===== src/rtl/writeback_stage_if.sv =====
// Execute-to-writeback handshake bundle for the rv_64im core.
// Execute drives the completed instruction; writeback returns ex_ready.
interface writeback_stage_if #(
  parameter int XLEN = 64
);
  logic            ex_valid;
  logic            ex_ready;
  logic [4:0]      ex_rd;
  logic            ex_rd_en;
  logic [1:0]      ex_sel;
  logic            ex_word;
  logic [2:0]      ex_ld_funct3;
  logic [2:0]      ex_ld_offset;
  logic [XLEN-1:0] ex_alu_res;
  logic [XLEN-1:0] ex_md_res;
  logic [XLEN-1:0] ex_ld_data;
  logic [XLEN-1:0] ex_pc;

  modport master (
    output ex_valid, ex_rd, ex_rd_en,
    output ex_sel, ex_word,
    output ex_ld_funct3, ex_ld_offset,
    output ex_alu_res, ex_md_res,
    output ex_ld_data, ex_pc,
    input  ex_ready
  );

  modport slave (
    input  ex_valid, ex_rd, ex_rd_en,
    input  ex_sel, ex_word,
    input  ex_ld_funct3, ex_ld_offset,
    input  ex_alu_res, ex_md_res,
    input  ex_ld_data, ex_pc,
    output ex_ready
  );
endinterface


===== src/rtl/writeback_stage.sv =====
// rv_64im writeback: result formatting, 2-entry skid queue,
// register-file write port, forwarding view and instret counter.
module writeback_stage #(
  parameter int XLEN = 64
) (
  input  logic            clk,
  input  logic            rst_n,
  writeback_stage_if.slave ex,
  input  logic            rf_ready,
  output logic            rf_we,
  output logic [4:0]      rf_waddr,
  output logic [XLEN-1:0] rf_wdata,
  output logic            fwd_valid,
  output logic [4:0]      fwd_rd,
  output logic [XLEN-1:0] fwd_data,
  output logic [63:0]     instret
);

  typedef enum logic [1:0] {
    EMPTY = 2'd0,
    ONE   = 2'd1,
    FULL  = 2'd2
  } state_t;

  typedef struct packed {
    logic            wr;
    logic [4:0]      rd;
    logic [XLEN-1:0] data;
  } entry_t;

  state_t state, state_nxt;
  entry_t out_q, skid_q, new_e;

  logic [XLEN-1:0] ld_s, ld_v, ar, res;
  logic accept, drain, out_valid;
  logic load_out, load_skid, move_skid;

  always_comb begin
    ld_s = ex.ex_ld_data >> {ex.ex_ld_offset, 3'b000};
    unique case (ex.ex_ld_funct3)
      3'b000:  ld_v = {{56{ld_s[7]}}, ld_s[7:0]};
      3'b001:  ld_v = {{48{ld_s[15]}}, ld_s[15:0]};
      3'b010:  ld_v = {{32{ld_s[31]}}, ld_s[31:0]};
      3'b011:  ld_v = ld_s;
      3'b100:  ld_v = {56'd0, ld_s[7:0]};
      3'b101:  ld_v = {48'd0, ld_s[15:0]};
      3'b110:  ld_v = {32'd0, ld_s[31:0]};
      default: ld_v = '0;
    endcase
  end

  always_comb begin
    ar = ex.ex_sel[0] ? ex.ex_md_res
                      : ex.ex_alu_res;
    if (ex.ex_word)
      ar = {{32{ar[31]}}, ar[31:0]};
    unique case (ex.ex_sel)
      2'b10:   res = ld_v;
      2'b11:   res = ex.ex_pc + 64'd4;
      default: res = ar;
    endcase
    new_e.wr   = ex.ex_rd_en & (|ex.ex_rd);
    new_e.rd   = ex.ex_rd;
    new_e.data = res;
  end

  assign ex.ex_ready = (state != FULL);
  assign out_valid   = (state != EMPTY);
  assign accept      = ex.ex_valid & ex.ex_ready;
  assign drain       = out_valid & rf_ready;

  always_comb begin
    state_nxt = state;
    load_out  = 1'b0;
    load_skid = 1'b0;
    move_skid = 1'b0;
    unique case (state)
      EMPTY: begin
        if (accept) begin
          load_out  = 1'b1;
          state_nxt = ONE;
        end
      end
      ONE: begin
        if (accept && drain) begin
          load_out = 1'b1;
        end else if (drain) begin
          state_nxt = EMPTY;
        end else if (accept) begin
          load_skid = 1'b1;
          state_nxt = FULL;
        end
      end
      FULL: begin
        if (drain) begin
          move_skid = 1'b1;
          state_nxt = ONE;
        end
      end
      default: state_nxt = EMPTY;
    endcase
  end

  always_ff @(posedge clk) begin
    if (!rst_n) begin
      state   <= EMPTY;
      out_q   <= '0;
      skid_q  <= '0;
      instret <= '0;
    end else begin
      state <= state_nxt;
      if (load_out)
        out_q <= new_e;
      else if (move_skid)
        out_q <= skid_q;
      if (load_skid)
        skid_q <= new_e;
      if (drain)
        instret <= instret + 64'd1;
    end
  end

  assign rf_we     = out_valid & out_q.wr;
  assign rf_waddr  = out_q.rd;
  assign rf_wdata  = out_q.data;
  assign fwd_valid = out_valid & out_q.wr;
  assign fwd_rd    = out_q.rd;
  assign fwd_data  = out_q.data;

endmodule

===== src/flat_wrapper.sv =====
// flat-port wrapper written by rule: the top's interface ports become plain ports
module writeback_stage_flat 
#(
  parameter int XLEN = 64
)
  (clk, rst_n, rf_ready, rf_we, rf_waddr, rf_wdata, fwd_valid, fwd_rd, fwd_data, instret, ex_ex_valid, ex_ex_rd, ex_ex_rd_en, ex_ex_sel, ex_ex_word, ex_ex_ld_funct3, ex_ex_ld_offset, ex_ex_alu_res, ex_ex_md_res, ex_ex_ld_data, ex_ex_pc, ex_ex_ready);
  writeback_stage_if #(.XLEN(XLEN)) ex_i ();
  input  logic clk;
  input  logic rst_n;
  input  logic rf_ready;
  output logic rf_we;
  output logic [4:0] rf_waddr;
  output logic [XLEN-1:0] rf_wdata;
  output logic fwd_valid;
  output logic [4:0] fwd_rd;
  output logic [XLEN-1:0] fwd_data;
  output logic [63:0] instret;
  input wire logic [$bits(ex_i.ex_valid)-1:0] ex_ex_valid;
  input wire logic [$bits(ex_i.ex_rd)-1:0] ex_ex_rd;
  input wire logic [$bits(ex_i.ex_rd_en)-1:0] ex_ex_rd_en;
  input wire logic [$bits(ex_i.ex_sel)-1:0] ex_ex_sel;
  input wire logic [$bits(ex_i.ex_word)-1:0] ex_ex_word;
  input wire logic [$bits(ex_i.ex_ld_funct3)-1:0] ex_ex_ld_funct3;
  input wire logic [$bits(ex_i.ex_ld_offset)-1:0] ex_ex_ld_offset;
  input wire logic [$bits(ex_i.ex_alu_res)-1:0] ex_ex_alu_res;
  input wire logic [$bits(ex_i.ex_md_res)-1:0] ex_ex_md_res;
  input wire logic [$bits(ex_i.ex_ld_data)-1:0] ex_ex_ld_data;
  input wire logic [$bits(ex_i.ex_pc)-1:0] ex_ex_pc;
  output wire logic [$bits(ex_i.ex_ready)-1:0] ex_ex_ready;
  assign ex_i.ex_valid = ex_ex_valid;
  assign ex_i.ex_rd = ex_ex_rd;
  assign ex_i.ex_rd_en = ex_ex_rd_en;
  assign ex_i.ex_sel = ex_ex_sel;
  assign ex_i.ex_word = ex_ex_word;
  assign ex_i.ex_ld_funct3 = ex_ex_ld_funct3;
  assign ex_i.ex_ld_offset = ex_ex_ld_offset;
  assign ex_i.ex_alu_res = ex_ex_alu_res;
  assign ex_i.ex_md_res = ex_ex_md_res;
  assign ex_i.ex_ld_data = ex_ex_ld_data;
  assign ex_i.ex_pc = ex_ex_pc;
  assign ex_ex_ready = ex_i.ex_ready;
  writeback_stage #(.XLEN(XLEN)) u_core (.clk(clk), .rst_n(rst_n), .ex(ex_i), .rf_ready(rf_ready), .rf_we(rf_we), .rf_waddr(rf_waddr), .rf_wdata(rf_wdata), .fwd_valid(fwd_valid), .fwd_rd(fwd_rd), .fwd_data(fwd_data), .instret(instret));
endmodule

===== config.mk =====
export PLATFORM = sky130hd
export DESIGN_NAME = writeback_stage_flat
export DESIGN_NICKNAME = d
export VERILOG_FILES = /design/src/rtl/writeback_stage_if.sv /design/src/rtl/writeback_stage.sv /design/src/flat_wrapper.sv
export SDC_FILE = /design/constraint.sdc
export NUM_CORES = 1
export LEC_CHECK = 0
export BUFFER_PORTS_ARGS = -buffer_cell sky130_fd_sc_hd__buf_2
export CORE_MARGIN = 2
export CORE_UTILIZATION = 30
export DETAILED_ROUTE_END_ITERATION = 10
export GPL_TIMING_DRIVEN = 0
export PLACE_DENSITY = 0.55
export RECOVER_POWER = 100
export SLEW_MARGIN = 20
export SYNTH_ARGS = -nofsm -noshare
export SYNTH_HDL_FRONTEND = slang
export SYNTH_SLANG_ARGS = --single-unit

===== constraint.sdc =====
create_clock -name clk -period 2.9 [get_ports clk]
set_clock_uncertainty 0.2 [all_clocks]
set_input_delay 0.58 -clock clk [delete_from_list [all_inputs] [get_ports clk]]
set_output_delay 0.58 -clock clk [all_outputs]
set_load 0.02 [all_outputs]

==> results of run 1 <==
[sequential cells by signal, indices dropped and copies added (netlist names)]
register,count
u_core.fwd_data,64
u_core.instret,64
u_core.out_q,1
u_core.skid_q,70
u_core.fwd_rd,5
u_core.state,2
[report_power, final]
part	internal [mW]	total, mW	switching [mW]
clock network	1.70	2.99	1.29
registers	2.97	3.11	0.144
logic	0.907	2.34	1.43
total	5.57	8.44	2.86
[worst paths after layout]
kind              slack, ns                         endpoint                             from  depth (start not counted)
hold / removal         0.11    u_core.fwd_rd[3]$_SDFFE_PN0P_                      ex_ex_rd[3]                          2
setup reg to reg       0.09  u_core.instret[63]$_SDFFE_PN0P_  u_core.instret[23]$_SDFFE_PN0P_                          7
hold reg to reg        0.27   u_core.skid_q[65]$_SDFFE_PN0P_   u_core.skid_q[65]$_SDFFE_PN0P_                          2
setup / recovery      -0.02   u_core.skid_q[47]$_SDFFE_PN0P_               ex_ex_ld_offset[1]                         10
[per-layer routing]
metal,routed length (um),part of all wire [%],track usage (%)
met5,80,0.10,0
met1,31400,41,35.1
met4,3390,4.4,10.1
met3,5480,7.1,4.55
met2,36600,48,48.7
[layout make-up]
cell class              instances  area [um^2]
fillers                      5396        30600
multi-input cells            1469         9630
flip-flops and latches        206         4130
repair buffers                485         2190
plain buffers                 282         1720
well taps                     672          841
clock buffers                  34          668
clock inverters                 9         90.1
inverters                      24         90.1
diodes                          2         5.00
[metrics by stage]
| stage | util [%] | TNS (ns) | worst slack (ns) | cell area (um^2) | power (mW) |
|---|---|---|---|---|---|
| final | 38.8 | -0.0258 | -0.0191 | 19400 | 8.44 |
| after global routing | 38.7 | -0.0259 | -0.0117 | 19400 | 8.73 |
| after CTS | 38.8 | 0 | 0.00273 | 19400 | 8.48 |
| after detailed placement | 36.7 | -133.58 | -1.51 | 18400 | 5.46 |
| after global placement | 36.7 | -135.05 | -1.50 | 18400 | 5.44 |
| after floorplan | - | 0 | 0.00659 | 15100 | 4.47 |
[worst max-delay path: cells and delay by family]
kind,cells,cell delay [ns]
AO/OA/AOI/OAI,3,0.86
buffers and inverters,4,0.81
multiplexers,1,0.38
AND/OR/NAND/NOR,2,0.49
[logic make-up after synthesis]
family	after synthesis	share of synthesized area, %
compound gates	396	17.1
xor+xnor	93	5.39
fa+ha+maj	2	0.166
buf+inv	307	11.6
flops	206	27.3
mux	120	10.2
simple gates	858	28.2
[cell usage in the layout (no fill, tap or decap), types with 46 or more instances in the layout]
master	synthesis	final
o21ai_0	79	75
nor2_1	87	86
a21oi_1	100	96
mux2i_1	65	64
dfxtp_1	206	205
xor2_1	47	47
buf_4	141	152
nand3_1	122	120
xnor2_1	46	46
nand4_1	46	46
buf_2	9	276
nor2b_1	49	49
clkbuf_1	115	306
nand2_1	316	316
[what timing repair did]
action                     CTS  global route
hold endpoints to repair     0             0
pin swaps                    2             8
setup endpoints to repair  150            96
buffers inserted             4             6
gates resized for setup     65            63
==> results.md, run 1 <==
* Worst path arrival time at about 3.1 ns
* Fraction of post-synthesis cell area in the top cell type by area at between 20% and 30%
* Synth warn at 0
* Count of final max-slew check failures at 0
* Max frequency at between 300 and 400 MHz
* Number of instances in the synthesized netlist at slightly below 2k
* Sequential share of the synthesized area at roughly 27%
* Average routed wire per standard cell at ~24 um
* Clock transition at the registers of the reported paths at ~0.060 ns
* Type of the setup path with the least slack: input pin to flip-flop
* EDFF count, synth at 0
* Starting density of the core at 30.2%
* Delay contributed by the slowest stage of the critical path at 0.48 ns
* Seq cells post-synth at a little over 200
* Number of cell rows at 82
* Number of buffer cells added on primary ports at 475
* Largest driver fanout on the critical path at 10
* Post-route DRC violation count at 0
* Via count of the first global-routing pass at about 17k
* Number of nets in the layout at ~2.8k
* Number of sinks handled by clock tree synthesis at between 200 and 250
* Least setup slack across all paths after layout at -0.0191 ns
* Via-per-instance ratio at approximately 5.5
* Synth cell types at approximately 70
* Die X-Extent at around 230 um
* TritonCTS clock tree: yes
* Slowest cell on crit path: o21ai_0
* Worst slew slack as a fraction of its limit at between 20% and 30%
* Fin cells at between 3k and 4k
* Hold violation count in the final report at 0
* Count of final setup violators at 2
* Crit path capture type: flip-flop
* Gpl congestion at around 1
* Data required time of the worst path at about 3.1 ns
* GR Overflow Total at 0
* RSZ-0062 raised after global routing: yes
* Cell type with the highest occurrence count on the critical path: buf_2
* Detailed placer's ending HPWL at approximately 63 mm
* Violations in the final reports: setup timing
* Launching element type of the critical path: input pin
* Die area at 52,100 um^2
* Min cycle time layout at between 2 and 3 ns
* Top flip-flop cell by instance count after synthesis: dfxtp_1
* Result of the run: finished with violations
* Cell type contributing the most total cell area after synthesis: dfxtp_1
* Depth of the CTS H-tree at 1
* Library cell with the highest instance count after synthesis: nand2_1
* Violation count after the first detailed-route iteration at between 1.5k and 2k
* Number of nets with antenna violations after routing at 0
* GRT Total Usage at approximately 28%
* Area of the mapped netlist at around 15,000 um^2
* Worst Hold Slack at about 0.11 ns
* List of cells traversed by the critical path: buf_2 > buf_2 > mux2_2 > o22a_1 > nand4_1 > buf_4 > clkbuf_2 > nand3_1 > o21ai_0 > a21oi_1
* Total core area at roughly 50,000 um^2
* Latest clock arrival within the worst-skew pair at between 0.5 and 0.6 ns
* Number of placed instances with taps included at approximately 3.1k
* Number of buffers on the longest clock path at 3
* Hold_buf cts at 0
* Worst ir drop on vdd at roughly 260 uV
* Average cell area after synthesis at ~7.6 um^2
* Proportion of layout cells with a drive suffix above 1 at 25.2%
* Top post-synthesis cells by area: dfxtp_1 (27%), nand2_1 (7.9%), buf_4 (7.0%), mux2i_1 (4.3%), nand3_1 (4.0%)
* P_leak at about 8.0 nW
* Number of maximum-capacitance violations at 0
* Most numerous cell types in the synthesized netlist: nand2_1 (316), dfxtp_1 (206), buf_4 (141), nand3_1 (122), clkbuf_1 (115)
* TritonCTS Buffers at 24
* Ports placed on the boundary at 480
* Total wirelength of the detailed-routed design at 77.0 mm
* Die height at between 200 and 250 um
* Power per cell area at ~440 nW/um^2
* Pin count of the biggest net entering global routing at 13
* Synthesis-to-finish area growth at 28.2%
* Wire length of the first global-routing pass at approximately 110 mm
* Post-synthesis async set-or-reset flop share at 0%
* Synthesized Nets at 2,259
* Length of the first detailed-routing pass in iterations at 5
* Number of antenna violations at the first check in global routing at 18
* Hold/Removal Path Class: input pin to flip-flop
* Worst-Margin Slew at around 1.1 ns
* Post-route fraction of the period consumed by the critical path at 101%
* CTS Root Buffer Type: clkbuf_16
* Total number of vias at about 18k
Note: power is estimated with default switching activity, not from simulation.
==> run 2: changes to the inputs <==
--- a/config.mk
+++ b/config.mk
@@ -5,14 +5,16 @@
 export SDC_FILE = /design/constraint.sdc
 export NUM_CORES = 1
 export LEC_CHECK = 0
+export ABC_AREA = 1
 export BUFFER_PORTS_ARGS = -buffer_cell sky130_fd_sc_hd__buf_2
 export CORE_MARGIN = 2
 export CORE_UTILIZATION = 30
 export DETAILED_ROUTE_END_ITERATION = 10
 export GPL_TIMING_DRIVEN = 0
-export PLACE_DENSITY = 0.55
+export PLACE_DENSITY = 0.54
 export RECOVER_POWER = 100
 export SLEW_MARGIN = 20
 export SYNTH_ARGS = -nofsm -noshare
 export SYNTH_HDL_FRONTEND = slang
 export SYNTH_SLANG_ARGS = --single-unit
+export TNS_END_PERCENT = 20
==> run 2 against run 1 <==
The run now ends clean. Register-to-register slack better by 0.17 ns. Combinational power is 6% lower. Largest power group unchanged. Synthesized cell count is 52% higher. Sequential share of layout area is 1.7 points lower. Synthesized area is 15% higher. Critical endpoint is now u_core.fwd_data[7]$_SDFFE_PN0P_.
==> results.md, run 2 <==
* RSZ-0062 raised after global routing: no
* Post-route fraction of the period consumed by the critical path at 95.7% (-4.9 points)
* Launching element type of the critical path: input pin
* Die X-Extent at 244 um (+6.9%)
* Cell type with the highest occurrence count on the critical path: clkbuf_1
* EDFF count, synth at 0 (unchanged)
* Fin cells at 4,291 (+35%)
* Hold/Removal Path Class: input pin to flip-flop
* GRT Total Usage at 27.7% (-0.39 points)
* Sequential share of the synthesized area at 23.8% (-3.5 points)
* Logic gate share of total power at 27.0% (-0.7 points)
* Largest driver fanout on the critical path at 10 (unchanged)
* Number of placed instances with taps included at 4,252 (+36%)
* Buf+Inv Stages, Crit Path at 4 (unchanged)
* Power per cell area at 386 nW/um^2 (-12%)
* Synthesis-to-finish area growth at 21.6%
* Net Sw Frac at 34.5% (+0.57 points)
* Type of the setup path with the least slack: input pin to flip-flop
* Die height at 244 um (+6.9%)
* TritonCTS clock tree: yes
* Number of sinks handled by clock tree synthesis at 206 (unchanged)
* Total core area at 57,400 um^2 (+15%)
* Total number of vias at 21.4k (+22%)
* Fraction of post-synthesis cell area in the top cell type by area at 23.8% (-3.5 points)
* Depth of the CTS H-tree at 1 (unchanged)
* Busiest metal layer after global routing: met2
* R2r endpoint: u_core.skid_q[60]$_SDFFE_PN0P_
* Violation count after the first detailed-route iteration at 1,818 (+18%)
* Antenna diodes at 0 (-2)
* Worst path arrival time at 3.02 ns (-0.10 ns)
* Detailed placer's ending HPWL at 72.6 mm (+15%)
* Max frequency at 360 MHz (+5.2%)
* Net Switching at 2.80 mW (-2.3%)
* Launch instance of the worst min-delay path: ex_ex_rd[3]
* TritonCTS Buffers at 24 (unchanged)
* Number of buffer cells added on primary ports at 477 (+0.42%)
* Number of nets with antenna violations after routing at 0 (unchanged)
* Pin count of the biggest net entering global routing at 13 (unchanged)
* CP top delay family: buffers and inverters
* CTS resizes at 1 (-98%)
* P_leak at 9.25 nW (+16%)
* GRT met1 Usage at 36.5% (+1.4 points)
* Wire length of the first global-routing pass at 125 mm (+14%)
* Worst ir drop on vdd at 354 uV (+34%)
* Endpoint of the worst hold-timing path: u_core.skid_q[67]$_SDFFE_PN0P_
* Number of maximum-capacitance violations at 0 (unchanged)
* Number of post-CTS setup repair buffers at 0 (-4)
* Number of antenna violations at the first check in global routing at 3 (-15)
* Average routed wire per standard cell at 20.0 um (-17%)
* Slowest cell on crit path: clkbuf_1
* Number of nets in the layout at 3,790 (+37%)
* Worst R2R Setup Slack at 0.26 ns (+0.17 ns)
* Synth cell types at 53 (-22%)
* Global Route met3 Usage at 3.26% (-1.3 points)
* Min cycle time layout at 2.78 ns (-0.143 ns)
* Proportion of layout cells with a drive suffix above 1 at 16.2% (-9.0 points)
* Met2 GRT Util at 47.0% (-1.7 points)
* Number of buffers on the longest clock path at 3 (unchanged)
* Library cell with the highest instance count after synthesis: nand2_1
* Worst Hold Slack at 0.135 ns (+0.0202 ns)
* CTS Root Buffer Type: clkbuf_16
* Latest clock arrival within the worst-skew pair at 0.53 ns (-0.02 ns)
* Int Pwr at 5.31 mW (-4.7%)
* Clock transition at the registers of the reported paths at 0.06 ns (about the same)
* Number of cells traversed by the worst register-to-register path at 8 (+1)
* Seq cells post-synth at 206 (unchanged)
* Commonest cells after routing, fill and taps aside: nand2_1 (794), nor2_1 (490), buf_2 (312)
* Gpl congestion at 1.00 (-1.1%)
* Hold_buf cts at 0 (unchanged)
* Cell type contributing the most total cell area after synthesis: dfxtp_1
* Ports placed on the boundary at 480 (unchanged)
* Area of the mapped netlist at 17,300 um^2 (+15%)
* Leading cell type in the layout, fill and taps excluded: nand2_1
* Post-synthesis async set-or-reset flop share at 0% (unchanged)
* Top post-synthesis cells by area: dfxtp_1 (24%), nand2_1 (17%), nor2_1 (11%), nand3_1 (7.5%), buf_4 (6.1%)
* Synthesized Nets at 3,287 (+46%)
* Total wirelength of the detailed-routed design at 85.8 mm (+12%)
* Hold Path Stages at 3 (+1)
* Hold violation count in the final report at 0 (unchanged)
* Most numerous cell types in the synthesized netlist: nand2_1 (792), nor2_1 (485), inv_1 (265), nand3_1 (259), dfxtp_1 (206)
* Clk network pwr share at 35.3% (about the same)
* Result of the run: completed
* Synth warn at 0 (unchanged)
* Crit path capture type: flip-flop
* Length of the first detailed-routing pass in iterations at 6 (+1)
* Reg-to-reg critical path startpoint: u_core.state[1]$_SDFFE_PN0P_
* Count of final max-slew check failures at 0 (unchanged)
* Via count of the first global-routing pass at 19.9k (+21%)
* Largest register by flop count: u_core.skid_q
* Number of instances in the synthesized netlist at 3,010 (+52%)
* List of cells traversed by the critical path: clkbuf_1 > inv_1 > clkbuf_1 > clkbuf_2 > o21ai_0 > o221ai_1 > nand2_1 > a31oi_1
* Post-route DRC violation count at 0 (unchanged)
* Starting density of the core at 30.2% (-0.055 points)
* GR Overflow Total at 0 (unchanged)
* Top flip-flop cell by instance count after synthesis: dfxtp_1
* Via-per-instance ratio at 5.00 (-9.5%)
* Worst-Margin Slew at 0.947 ns (-0.115 ns)
* Data required time of the worst path at 3.14 ns (+0.04 ns)
* Fraction of power consumed by sequential logic at 37.6% (+0.7 points)
* Number of cell rows at 88 (+7.3%)
* Average cell area after synthesis at 5.75 um^2 (-25%)
* Delay contributed by the slowest stage of the critical path at 0.64 ns (+0.16 ns)
* Number of fillers in the final layout at 6,753 (+25%)
* Worst slew slack as a fraction of its limit at 36.9% (+8.0 points)
* Die area at 59,600 um^2 (+14%)
* Count of final setup violators at 0 (-2)
* Flip-flop count of the largest register after layout at 70 (unchanged)
[run 2: cell types whose count changed in the layout (fill, tap and decap cells not counted), moves of 40 or more]
cell	delta
nand2_1	+478
nor2b_1	-49
nand3_1	+141
o21ai_0	+99
mux2i_1	-60
nor2_1	+404
inv_1	+243
nor4_1	-40
[run 2: stage by stage]
step	TNS, ns	power [mW]	util (%)	cell area, um^2	setup slack, ns
floorplan	0	4.36	-	17300	0.744
global placement	-8.35	5.32	36.0	20600	-0.583
detailed placement	-7.34	5.31	36.0	20600	-0.595
CTS	0	8.19	37.3	21400	0.0768
global route	0	8.47	36.7	21000	0.0652
finish	0	8.11	36.7	21000	0.124
[run 2: metal layers]
| metal | routed length [um] | up-vias |
|---|---|---|
| li1 | - | 10600 |
| met1 | 37200 | 9799 |
| met2 | 39500 | 913 |
| met3 | 5980 | 138 |
| met4 | 3030 | 4 |
| met5 | 34 | - |
[run 2: worst max path at each step]
stage	start	endpoint	slack [ns]	cells after the start
floorplan	u_core.instret[0]$_SDFFE_PN0P_	u_core.instret[36]$_SDFFE_PN0P_	0.74	10
global placement	ex_ex_sel[1]	u_core.fwd_data[7]$_SDFFE_PN0P_	-0.58	8
detailed placement	ex_ex_sel[1]	u_core.fwd_data[7]$_SDFFE_PN0P_	-0.60	8
CTS	u_core.state[1]$_SDFFE_PN0P_	u_core.fwd_data[17]$_SDFFE_PN0P_	0.08	10
global route	u_core.state[0]$_SDFFE_PN0P_	u_core.instret[43]$_SDFFE_PN0P_	0.07	14
finish	ex_ex_sel[1]	u_core.fwd_data[7]$_SDFFE_PN0P_	0.12	8
[run 2: logic make-up (layout without fill, tap and decap cells)]
| kind of cell | Yosys count | count (layout) | share of synthesized area (%) |
|---|---|---|---|
| DFF | 206 | 206 | 23.8 |
| and+or+nand+nor | 1763 | 1763 | 44.1 |
| xor gates and xnor gates | 30 | 30 | 1.52 |
| adders and majority gates | 2 | 2 | 0.145 |
| muxes | 4 | 4 | 0.231 |
| AOI/OAI and AO/OA | 432 | 432 | 13.8 |
| buffers and inverters | 573 | 1089 | 16.3 |
[run 2: power by group through the flow]
stage	Clock (mW)	Combinational, mW	Sequential [mW]
final	2.87	2.19	3.05
after global placement	0	2.20	3.12
after global routing	3.04	2.36	3.07
after detailed placement	0	2.19	3.12
after CTS	2.93	2.20	3.06
after floorplan	0	1.30	3.06
[run 2: worst register-to-register path: stages, from the launching register on]
cell	delay, ns
dfxtp_1	0.30
inv_1	0.08
nand2_1	0.10
nor3_4	0.54
inv_1	0.35
clkbuf_1	0.35
clkbuf_1	0.34
o21ai_0	0.23
inv_1	0.05
[run 2: layout make-up]
type,count,area (um^2),share of cell area [%]
Multi-Input combinational cell,2231,10300,48.9
Sequential cell,206,4120,19.6
Timing Repair Buffer,477,2130,10.1
Buffer,293,1770,8.42
Inverter,280,1050,5.01
Tap cell,765,957,4.55
Clock buffer,33,686,3.26
Clock inverter,6,36.3,0.172
==> run 3: changes to the inputs <==
--- a/config.mk
+++ b/config.mk
@@ -11,7 +11,7 @@
 export CORE_UTILIZATION = 30
 export DETAILED_ROUTE_END_ITERATION = 10
 export GPL_TIMING_DRIVEN = 0
-export PLACE_DENSITY = 0.54
+export PLACE_DENSITY = 0.52
 export RECOVER_POWER = 100
 export SLEW_MARGIN = 20
 export SYNTH_ARGS = -nofsm -noshare
==> constraint.sdc (replaced) <==
create_clock -name clk -period 3.3 [get_ports clk]
set_clock_uncertainty 0.2 [all_clocks]
set_input_delay 0.66 -clock clk [delete_from_list [all_inputs] [get_ports clk]]
set_output_delay 0.66 -clock clk [all_outputs]
set_load 0.02 [all_outputs]
==> run 3 against run 2 <==
Clock power is 7% lower. Non-clock buffer count stayed put. Total power is 10% lower. First-iteration DRC count is 1.4% lower. Design area is 0.17% higher. Critical endpoint unchanged. Routed wire length is 0.46% higher. Die area stayed put. Final cell count hardly changed. Flip-flop and latch count stayed put.
==> results.md, run 3 (synthesis gave the netlist of run 2 again) <==
* Worst Hold Slack at 0.196 ns (+0.0616 ns)
* Leading cell type in the layout, fill and taps excluded: nand2_1
* Int Pwr at 4.82 mW (-9.3%)
* Gpl congestion at 1.01 (+0.64%)
* Worst ir drop on vdd at 334 uV (-5.7%)
* Hold_buf cts at 0 (unchanged)
* Least setup slack across all paths after layout at 0.153 ns (+0.0286 ns)
* Crit path capture type: flip-flop
* CTS resizes at 0 (-1)
* Hold violation count in the final report at 0 (unchanged)
* Type of the setup path with the least slack: input pin to flip-flop
* Net Sw Frac at 33.8% (-0.74 points)
* Worst-Margin Slew at 0.910 ns (-0.0373 ns)
* Post-route DRC violation count at 0 (unchanged)
* Busiest metal layer after global routing: met2
* Pin count of the biggest net entering global routing at 13 (unchanged)
* Number of nets in the layout at 3,790 (unchanged)
* Commonest cells after routing, fill and taps aside: nand2_1 (793), nor2_1 (493), clkbuf_1 (313)
* Die area at 59,600 um^2 (unchanged)
* P_leak at 9.26 nW (+0.13%)
* Launching element type of the critical path: input pin
* Total number of vias at 21.6k (+0.54%)
* CTS Root Buffer Type: clkbuf_16
* Synthesis-to-finish area growth at 21.8%
* Result of the run: completed
* Total wirelength of the detailed-routed design at 86.2 mm (+0.46%)
* Total core area at 57,400 um^2 (unchanged)
* Wire length of the first global-routing pass at 127 mm (+1.3%)
* Data required time of the worst path at 3.54 ns (+0.40 ns)
* Net Switching at 2.46 mW (-12%)
* Average routed wire per standard cell at 20.1 um (+0.37%)
* Clk network pwr share at 36.8% (+1.5 points)
* Starting density of the core at 30.2% (unchanged)
* Die height at 244 um (unchanged)
* Largest driver fanout on the critical path at 10 (unchanged)
* Violation count after the first detailed-route iteration at 1,792 (-1.4%)
* Worst slew slack as a fraction of its limit at 39.3% (+2.5 points)
* Number of nets with antenna violations after routing at 0 (unchanged)
* Proportion of layout cells with a drive suffix above 1 at 15.8% (-0.36 points)
* Via count of the first global-routing pass at 20.2k (+1.6%)
* Length of the first detailed-routing pass in iterations at 6 (unchanged)
* Hold/Removal Path Class: input pin to flip-flop
* Depth of the CTS H-tree at 1 (unchanged)
* Antenna diodes at 0 (unchanged)
* Max frequency at about 320 MHz
* TritonCTS Buffers at 24 (unchanged)
* Summed area of non-filler cells in the final layout at 21,100 um^2 (+0.17%)
* Die X-Extent at 244 um (unchanged)
* Number of sinks handled by clock tree synthesis at 206 (unchanged)
* Number of buffers on the longest clock path at 3 (unchanged)
* Worst path arrival time at 3.39 ns (+0.37 ns)
* Count of final setup violators at 0 (unchanged)
* Met2 GRT Util at 47.9% (+0.99 points)
* Latest clock arrival within the worst-skew pair at 0.53 ns (about the same)
* Post-placement cell area at 20,600 um^2 (unchanged)
* TritonCTS clock tree: yes
* Detailed placer's ending HPWL at 72.7 mm (+0.19%)
* RSZ-0062 raised after global routing: no
* Post-placement worst setup slack at -0.287 ns (+0.308 ns)
* Global Route met3 Usage at 3.33% (+0.066 points)
* Number of maximum-capacitance violations at 0 (unchanged)
* Post-route fraction of the period consumed by the critical path at 95.4%
* Logic gate share of total power at 26.3% (-0.7 points)
* Final total negative setup slack at 0 ns (unchanged)
* Number of placed instances with taps included at 4,252 (unchanged)
* Power per cell area at 345 nW/um^2 (-10%)
* Clock transition at the registers of the reported paths at 0.06 ns (about the same)
* Number of post-CTS setup repair buffers at 0 (unchanged)
* GR Overflow Total at 0 (unchanged)
* Fraction of power consumed by sequential logic at 36.8% (-0.8 points)
* Count of final max-slew check failures at 0 (unchanged)
* Largest register by flop count: u_core.skid_q
* Flip-flop count of the largest register after layout at 70 (unchanged)
* Via-per-instance ratio at 5.02 (+0.44%)
* GRT Total Usage at 27.9% (+0.23 points)
* Number of cell rows at 88 (unchanged)
* Number of antenna violations at the first check in global routing at 1 (-2)
* Number of buffer cells added on primary ports at 477 (unchanged)
* GRT met1 Usage at 36.3% (-0.15 points)
* Ports placed on the boundary at 480 (unchanged)
* Fin cells at 4,295 (+0.093%)
* Min cycle time layout at around 3.1 ns
[run 3: changes by cell type in the layout (fill, tap and decap cells not counted), sizes merged]
cell	before	now
clkbuf	333	348
buf	470	460
bufinv	0	1
clkinvlp	2	1
inv	275	274
[run 3: layout make-up]
cell class              instances  area, um^2
well taps                     765         957
repair buffers                477        2130
plain buffers                 293        1760
multi-input cells            2231       10300
flip-flops and latches        206        4120
clock buffers                  38         734
fillers                      6730       36300
inverters                     280        1050
clock inverters                 5        50.0
[run 3: power groups by stage]
stage	registers (mW)	logic, mW	clock network (mW)
floorplan	2.69	1.14	0
global placement	2.74	1.93	0
detailed placement	2.74	1.93	0
CTS	2.68	1.93	2.74
global route	2.69	2.07	2.84
finish	2.68	1.92	2.68
[run 3: path summary, 6_finish.rpt]
kind	startpoint	endpoint	slack (ns)	cells after the start
worst max-delay path	ex_ex_sel[1]	u_core.fwd_data[7]$_SDFFE_PN0P_	0.15	8
worst min-delay path	ex_ex_rd_en	u_core.skid_q[69]$_SDFFE_PN0P_	0.20	3
worst max register to register	u_core.state[0]$_SDFFE_PN0P_	u_core.instret[43]$_SDFFE_PN0P_	0.31	14
worst min register to register	u_core.skid_q[68]$_SDFFE_PN0P_	u_core.fwd_rd[4]$_SDFFE_PN0P_	0.29	2
[run 3: critical path, stage by stage]
cell      delay, ns
clkbuf_1       0.11
inv_1          0.08
clkbuf_1       0.68
clkbuf_1       0.64
o21ai_0        0.30
o221ai_1       0.64
nand2_1        0.13
a31oi_1        0.15
[run 3: metrics by stage]
stage | power [mW] | utilization, %
2_1_floorplan | 3.83 | -
3_3_place_gp | 4.67 | 36.0
3_5_place_dp | 4.67 | 36.0
4_1_cts | 7.36 | 37.4
5_1_grt | 7.61 | 36.7
6_report | 7.28 | 36.7
[run 3: metal layers]
layer | wire [um] | vias up
li1 | - | 10600
met1 | 37400 | 9930
met2 | 40000 | 906
met3 | 5880 | 129
met4 | 2860 | 0
met5 | 0 | -
